===== src/rtl/cache_refill_ctrl_pkg.sv =====
// Shared constants and state encoding for the cache line refill engine.
package cache_refill_ctrl_pkg;

  localparam int LINE_WORDS = 16;
  localparam int OFFSET_W   = 6;
  localparam int IDX_W      = 4;

  // Fixed AR fields driven by the read merge for every refill burst.
  localparam logic [7:0] ARLEN   = 8'h0f;
  localparam logic [2:0] ARSIZE  = 3'b010;
  localparam logic [1:0] ARBURST = 2'b01;

  typedef enum logic [1:0] {
    S_IDLE = 2'd0,
    S_AR   = 2'd1,
    S_R    = 2'd2,
    S_DONE = 2'd3
  } state_e;

endpackage


===== src/rtl/cache_refill_ctrl_line_buf.sv =====
// Line assembly buffer: one word written per beat, whole line visible at once.
module refill_line_buf
  import cache_refill_ctrl_pkg::*;
(
  input  logic                     clk,
  input  logic                     we_i,
  input  logic [IDX_W-1:0]         idx_i,
  input  logic [31:0]              data_i,
  output logic [32*LINE_WORDS-1:0] line_o
);

  logic [LINE_WORDS-1:0][31:0] mem_q;

  always_ff @(posedge clk) begin
    if (we_i) mem_q[idx_i] <= data_i;
  end

  assign line_o = mem_q;

endmodule


===== src/rtl/cache_refill_ctrl.sv =====
// Miss refill engine: one 16-beat burst per miss, streams each beat and
// presents the assembled line for a single cycle.
module cache_refill_ctrl
  import cache_refill_ctrl_pkg::*;
#(
  parameter int ADDR_W = 32
) (
  input  logic                     aclk,
  input  logic                     aresetn,
  input  logic                     miss_valid,
  input  logic [ADDR_W-1:0]        miss_addr,
  output logic                     miss_ready,
  output logic                     ren,
  output logic [ADDR_W-1:0]        araddr,
  output logic                     arvalid,
  input  logic                     arready,
  input  logic [31:0]              rdata,
  input  logic                     rlast,
  input  logic                     rvalid,
  output logic                     word_valid,
  output logic [IDX_W-1:0]         word_idx,
  output logic [31:0]              word_data,
  output logic                     line_valid,
  output logic [ADDR_W-1:0]        line_addr,
  output logic [32*LINE_WORDS-1:0] line_data,
  output logic                     err,
  output logic [1:0]               dbg_state
);

  localparam logic [IDX_W-1:0] LAST_IDX = IDX_W'(LINE_WORDS - 1);

  // Handshakes: a transfer happens on a rising edge where valid and ready are
  // both high; the AR request holds araddr stable until that edge.
  state_e            state_q, state_d;
  logic [ADDR_W-1:0] addr_q, addr_d;
  logic [IDX_W-1:0]  cnt_q, cnt_d;
  logic              err_q, err_d;
  logic              wv_q, wv_d;
  logic [IDX_W-1:0]  widx_q, widx_d;
  logic [31:0]       wdata_q, wdata_d;
  logic              buf_we;

  logic unused_addr_bits;
  assign unused_addr_bits = ^miss_addr[OFFSET_W-1:0];

  always_ff @(posedge aclk) begin
    if (!aresetn) begin
      state_q <= S_IDLE;
      addr_q  <= '0;
      cnt_q   <= '0;
      err_q   <= 1'b0;
      wv_q    <= 1'b0;
      widx_q  <= '0;
      wdata_q <= '0;
    end else begin
      state_q <= state_d;
      addr_q  <= addr_d;
      cnt_q   <= cnt_d;
      err_q   <= err_d;
      wv_q    <= wv_d;
      widx_q  <= widx_d;
      wdata_q <= wdata_d;
    end
  end

  always_comb begin
    state_d = state_q;
    addr_d  = addr_q;
    cnt_d   = cnt_q;
    err_d   = err_q;
    wv_d    = 1'b0;
    widx_d  = widx_q;
    wdata_d = wdata_q;
    buf_we  = 1'b0;
    case (state_q)
      S_IDLE: begin
        if (miss_valid) begin
          addr_d  = {miss_addr[ADDR_W-1:OFFSET_W], {OFFSET_W{1'b0}}};
          cnt_d   = '0;
          state_d = S_AR;
        end
      end
      S_AR: begin
        if (arready) state_d = S_R;
      end
      S_R: begin
        if (rvalid) begin
          // A beat past the last slot without rlast is dropped, so the
          // counter never wraps onto word 0 of a partially built line.
          if (cnt_q == LAST_IDX && !rlast) begin
            err_d = 1'b1;
          end else begin
            buf_we  = 1'b1;
            cnt_d   = cnt_q + 1'b1;
            wv_d    = 1'b1;
            widx_d  = cnt_q;
            wdata_d = rdata;
          end
          if (rlast) begin
            state_d = S_DONE;
            if (cnt_q != LAST_IDX) err_d = 1'b1;
          end
        end
      end
      S_DONE: state_d = S_IDLE;
      default: state_d = S_IDLE;
    endcase
  end

  refill_line_buf u_line_buf (
    .clk    (aclk),
    .we_i   (buf_we),
    .idx_i  (cnt_q),
    .data_i (rdata),
    .line_o (line_data)
  );

  assign miss_ready = (state_q == S_IDLE);
  assign ren        = (state_q == S_AR) || (state_q == S_R);
  assign arvalid    = (state_q == S_AR);
  assign araddr     = addr_q;
  assign line_addr  = addr_q;
  assign line_valid = (state_q == S_DONE);
  assign word_valid = wv_q;
  assign word_idx   = widx_q;
  assign word_data  = wdata_q;
  assign err        = err_q;
  assign dbg_state  = state_q;

endmodule


===== config.mk =====
export PLATFORM = sky130hd
export DESIGN_NAME = cache_refill_ctrl
export DESIGN_NICKNAME = d
export VERILOG_FILES = /design/src/rtl/cache_refill_ctrl_pkg.sv /design/src/rtl/cache_refill_ctrl_line_buf.sv /design/src/rtl/cache_refill_ctrl.sv
export SDC_FILE = /design/constraint.sdc
export NUM_CORES = 1
export LEC_CHECK = 0
export BUFFER_PORTS_ARGS = -buffer_cell sky130_fd_sc_hd__buf_2
export CORE_AREA = 2 2 265 267
export DETAILED_ROUTE_END_ITERATION = 7
export DIE_AREA = 0 0 267 269
export GPL_TIMING_DRIVEN = 0
export SKIP_CTS_REPAIR_TIMING = 1
export SYNTH_ARGS = -nofsm -noshare
export SYNTH_HDL_FRONTEND = slang
export SYNTH_HIERARCHICAL = 1
export SYNTH_SLANG_ARGS = --single-unit
export TNS_END_PERCENT = 10

===== constraint.sdc =====
create_clock -name aclk -period 4.7 [get_ports aclk]
set_input_delay 0.705 -clock aclk [delete_from_list [all_inputs] [get_ports aclk]]
set_output_delay 0.705 -clock aclk [all_outputs]
set_load 0.005 [all_outputs]

Word-level counts from Yosys, hierarchy flattened
Cells that the tools add are included.

Multiply operators: 0. $add $sub $neg: 1. Bitwise operators: 1. Muxes and demuxes: 18. Shifts and indexed selects: 0. Magnitude comparators: 2. Div/mod/pow operators: 0. Reduce and logical (&&, ||, !) cells: 11. Eq/ne operators: 10.

Operators by type and width (count): bitwise mux 512 bit (1); demux 32 bit (select 4 bit) (1); 2-to-1 mux 32 bit (1); 2-to-1 mux 4 bit (3); 2-to-1 mux 2 bit (4); inequality test 2 bit, second input constant (4); one-hot mux 2 bit (4 select lines) (1); one-hot mux 4 bit (2 select lines) (1); AND reduction 4 bit (2); 2-to-1 mux 1 bit (6); less-than comparator 4 x 5 -> 1 bit, second input constant (1); adder 4 x 1 -> 4 bit, second input constant (1); equality test 2 bit, second input constant (2); equality test 4 bit, second input constant (1); greater-or-equal comparator 4 x 1 -> 1 bit, second input constant (1); inequality test 4 bit, second input constant (1); AND reduction 2 bit (2); AND reduction 3 bit (1); equality test 2 x 1 -> 1 bit, second input constant (1); logical AND 1 bit (2); logical NOT 2 bit (1); inequality test 2 x 1 -> 1 bit, second input constant (1); nonzero test 2 bit (1); logical NOT 1 bit (1); other kinds (2) (2).

RAM bits: 0. Bits of input ports: 70. ROM bits: 0. Latch bits: 0. Memories kept: 0. Register bits: 582.

Logic depth before layout (Yosys ltp)
Word-level depth: 5. Depth in mapped cells: 9. Depth with buffers taken out: 7.

By module
Netlist, hierarchy kept.

By module, submodules not included: refill_line_buf (area each 15583.7 um^2, seq. area each 15374.7 um^2, instances 1, cells an instance 539); cache_refill_ctrl (area each 3001.6 um^2, seq. area each 1401.3 um^2, instances 1, cells an instance 359).

Worst setup path before layout
No wires, ideal clock.

Kind: in2reg. Start: input port rvalid. End: register u_line_buf.mem_q (netlist bit u_line_buf/line_o[384]) (enable). Required time: 4239 ps. Cell stages on the path: 6. Library setup time: 461 ps. Setup slack: 389 ps. Data arrival time: 3850 ps. Path through: nand2_1 > o21bai_2 > inv_2 > clkbuf_1 > nand3_1 > nor3_1.

Cells in the longest elaborated chain, start to end: 2.

RTL lines: start, declared (RTL line cache_refill_ctrl.sv:19) `input logic rvalid,`; 2-to-1 mux 1 bit (RTL line cache_refill_ctrl.sv:87) `if (rvalid) begin`; 2-to-1 mux 1 bit (RTL line cache_refill_ctrl.sv:75) `case (state_q)`; via buf_we (RTL line cache_refill_ctrl.sv:41) `logic buf_we;`; end signal, assigned by index (RTL line cache_refill_ctrl_line_buf.sv:15) `if (we_i) mem_q[idx_i] <= data_i;`; end, declared (RTL line cache_refill_ctrl_line_buf.sv:12) `logic [LINE_WORDS-1:0][31:0] mem_q;`.

The timed path passes the listed nets, and every way through them passes these cells. A chain may end at the register's enable or synchronous reset.

Worst setup path after layout
Start: register state_q[0] (netlist: dbg_state[0]). End: register u_line_buf.mem_q (netlist bit u_line_buf/line_o[141]) (enable).

Cells in the longest elaborated chain, start to end: 2.

RTL lines: start, declared (RTL line cache_refill_ctrl.sv:34) `state_e state_q, state_d;`; start signal, assigned (RTL line cache_refill_ctrl.sv:56) `state_q <= state_d;`; equality test 2 bit (RTL line cache_refill_ctrl.sv:75); 2-to-1 mux 1 bit (RTL line cache_refill_ctrl.sv:75); via buf_we (RTL line cache_refill_ctrl.sv:41).

The timed path passes the listed nets, and every way through them passes these cells.

==> run metrics <==
Routed WL 56,960 microns; DRT Pass-1 Iters 6; average wire per standard cell 21.42 microns; Fill cells 6,442; Syn Inst Count 898; reg-to-reg endpoint u_line_buf/line_o[141]; IO Pins 690; crit share post-route 0.8253; TritonCTS clock tree yes; Area Overhead vs Synth 39.17%; Initial Util 0.2682; post-synth cell types 38; hpwl dp 41,010 microns; Worst Path Arrival 4.18 ns; clk sinks 582; Worst EP required 5.00 ns; CP Launch Type flip-flop; worst reg2reg path startpoint dbg_state[0]; post-route insts no fill 2,659; fmax 257.8 MHz; Yosys warnings 6; vias in the first global route 10.50k; max_slew headroom 0.3603; FF+latch count, synth 582; minimum clock period 3.879 ns; CTS root buffer clkbuf_16; synth top area cells edfxtp_1 (83%), dfxtp_1 (7.5%), nand2_1 (2.5%); FFs w/ async S/R, synth 0; Antenna diodes 0; Die X 267 microns; clock slew at reported path FFs 0.06 ns; Worst Skew 0.01353 ns; IO buf count 670; Overall Power 11.62 mW; # setup viols final 0; H-tree level count 2; Worst Setup End Kind flip-flop; TNS Setup 0 ns; sequential area share after synthesis 0.9027; worst-skew pair later-pin latency 0.60 ns; vias per cell 4.174; DRC viols 0; critical path class flip-flop to flip-flop; post-synth top area share 0.8273; GPL Wtd Cong 0.8460; number of synthesized flops with an enable pin 512; Primary FF master, synth edfxtp_1; first-pass GRT wire length 75,650 microns; via count 11.10k; max-cap viol count 0; clk buf depth 3; Die Y 269 microns; pin slew with the least headroom to its limit 0.9523 ns; biggest cell delay along the critical path 0.78 ns; RSZ-0062 raised after global routing false; Global Route Usage Sum 0.1477; crit path buf inv count 5; Leakage Power 9.882 nW; CTS Buf Count 58; r2r setup slk 0.82 ns; worst hold start miss_addr[12]; Rows 97; reg2reg path depth 10; PwrDens 449.3 mW/mm^2; Fin Hold WS 0.3578 ns; Worst path slowest cell nor4_4; Hold Crit Class input port to flip-flop; status finished, final reports clean; crit-path cells inv_1, ha_1, nand2_1, o21bai_2, inv_2, clkbuf_1, nand2_2, nor4_4, buf_8, buf_6; core region area 0.06930 sq mm; Layout Nets 1,746; Slew Limit Fails 0; maximum vdd drop 0.3378 mV; worst hold path endpoint araddr[12]; synthesized area per cell 20.70 sq um; Synth Cell Area 0.01859 sq mm; most area-hungry cell type in the Yosys netlist edfxtp_1; Crit path max-delay family buffers and inverters; initial antenna violation count 2; synth cell count leaders edfxtp_1 (512), nand2_1 (125), dfxtp_1 (70), a21boi_0 (58), buf_4 (38); dpl cells 2,551; Hold Crit Depth 3; DRT iter0 DRCs 990; Critical Path Fanout Max 15; most used standard cell by instance count after synthesis edfxtp_1; Final Hold Fails 0; fraction of layout cells with a size suffix above 1 0.5015; die area 0.07182 sq mm; Antenna Nets Post-Route 0; Congestion Overflow GR 0; largest net degree at the start of global routing 20
[per-layer routing]
layer  global-route usage  part of all wire  wire, microns  up-vias
met3              0.03826             0.080           4538       89
met4              0.04813             0.025           1415        0
met5                    0                 0              0        -
li1                     -                 -              -     4874
met2               0.2538              0.49          28180      604
met1               0.1814              0.40          22820     5531
[worst max-delay path by stage]
| stage | from | endpoint | slack [ns] | cells past startpoint |
|---|---|---|---|---|
| 2_1_floorplan | rvalid | u_line_buf/line_o[384] | 0.39 | 6 |
| 3_3_place_gp | rvalid | u_line_buf/line_o[268] | -3.72 | 7 |
| 3_5_place_dp | rvalid | u_line_buf/line_o[141] | 0.72 | 9 |
| 4_1_cts | dbg_state[0] | u_line_buf/line_o[146] | 0.71 | 10 |
| 5_1_grt | dbg_state[0] | u_line_buf/line_o[146] | 0.53 | 10 |
| 6_report | dbg_state[0] | u_line_buf/line_o[141] | 0.82 | 10 |
[state kept, by name (all words and copies together), names as in the netlist]
name,count
u_line_buf/line_o,512
word_idx,4
araddr,26
cnt_q,4
dbg_state,2
word_valid,1
word_data,32
err,1
[per-stage QoR]
stage	setup WS, ns	area (sq um)	utilization
after floorplan	0.3889	18630	-
after global placement	-3.715	23160	0.3341
after detailed placement	0.7194	23810	0.3435
after CTS	0.7067	25860	0.3732
after global routing	0.5321	25860	0.3732
final	0.8210	25860	0.3732
[power by group]
| group | internal (mW) | switching, mW |
|---|---|---|
| sequential | 5.75 | 0.0906 |
| combinational | 0.326 | 0.539 |
| clock | 2.96 | 1.95 |
| total | 9.04 | 2.58 |
[area by class of cell]
type / instances / area [sq um] / area share
Buffer: 60 / 387.9 / 0.01500
Inverter: 5 / 18.77 / 0.0007256
Timing Repair Buffer: 702 / 3895 / 0.1506
Clock inverter: 33 / 460.4 / 0.01780
Sequential cell: 582 / 16780 / 0.6486
Multi-Input combinational cell: 262 / 1554 / 0.06008
Clock buffer: 75 / 1597 / 0.06173
Tap cell: 940 / 1176 / 0.04547
[worst min-delay path, cell delays in order]
cell,delay [ns]
buf_2,0.09
nand2_1,0.04
a21boi_0,0.06
[cells in the final DEF (no fill, tap or decap), types with 7 or more instances in the layout]
master	synthesis	layout
buf_2	4	674
buf_6	2	13
conb_1	1	12
edfxtp_1	512	512
a21boi_0	58	58
clkbuf_16	0	59
dfxtp_1	70	70
buf_4	38	40
buf_16	0	7
clkbuf_1	15	25
bufinv_16	0	10
clkinv_2	0	7
nand2_1	125	125
[cells by family after synthesis]
family / share of synthesized area
adders and majority gates: 0.003366
other: 0.0002018
buffers and inverters: 0.02188
and+or+nand+nor: 0.04080
DFF: 0.9027
AOI/OAI and AO/OA: 0.03009
xor gates and xnor gates: 0.0004713
muxes: 0.0005386
Power figures use the tool's default switching activity.
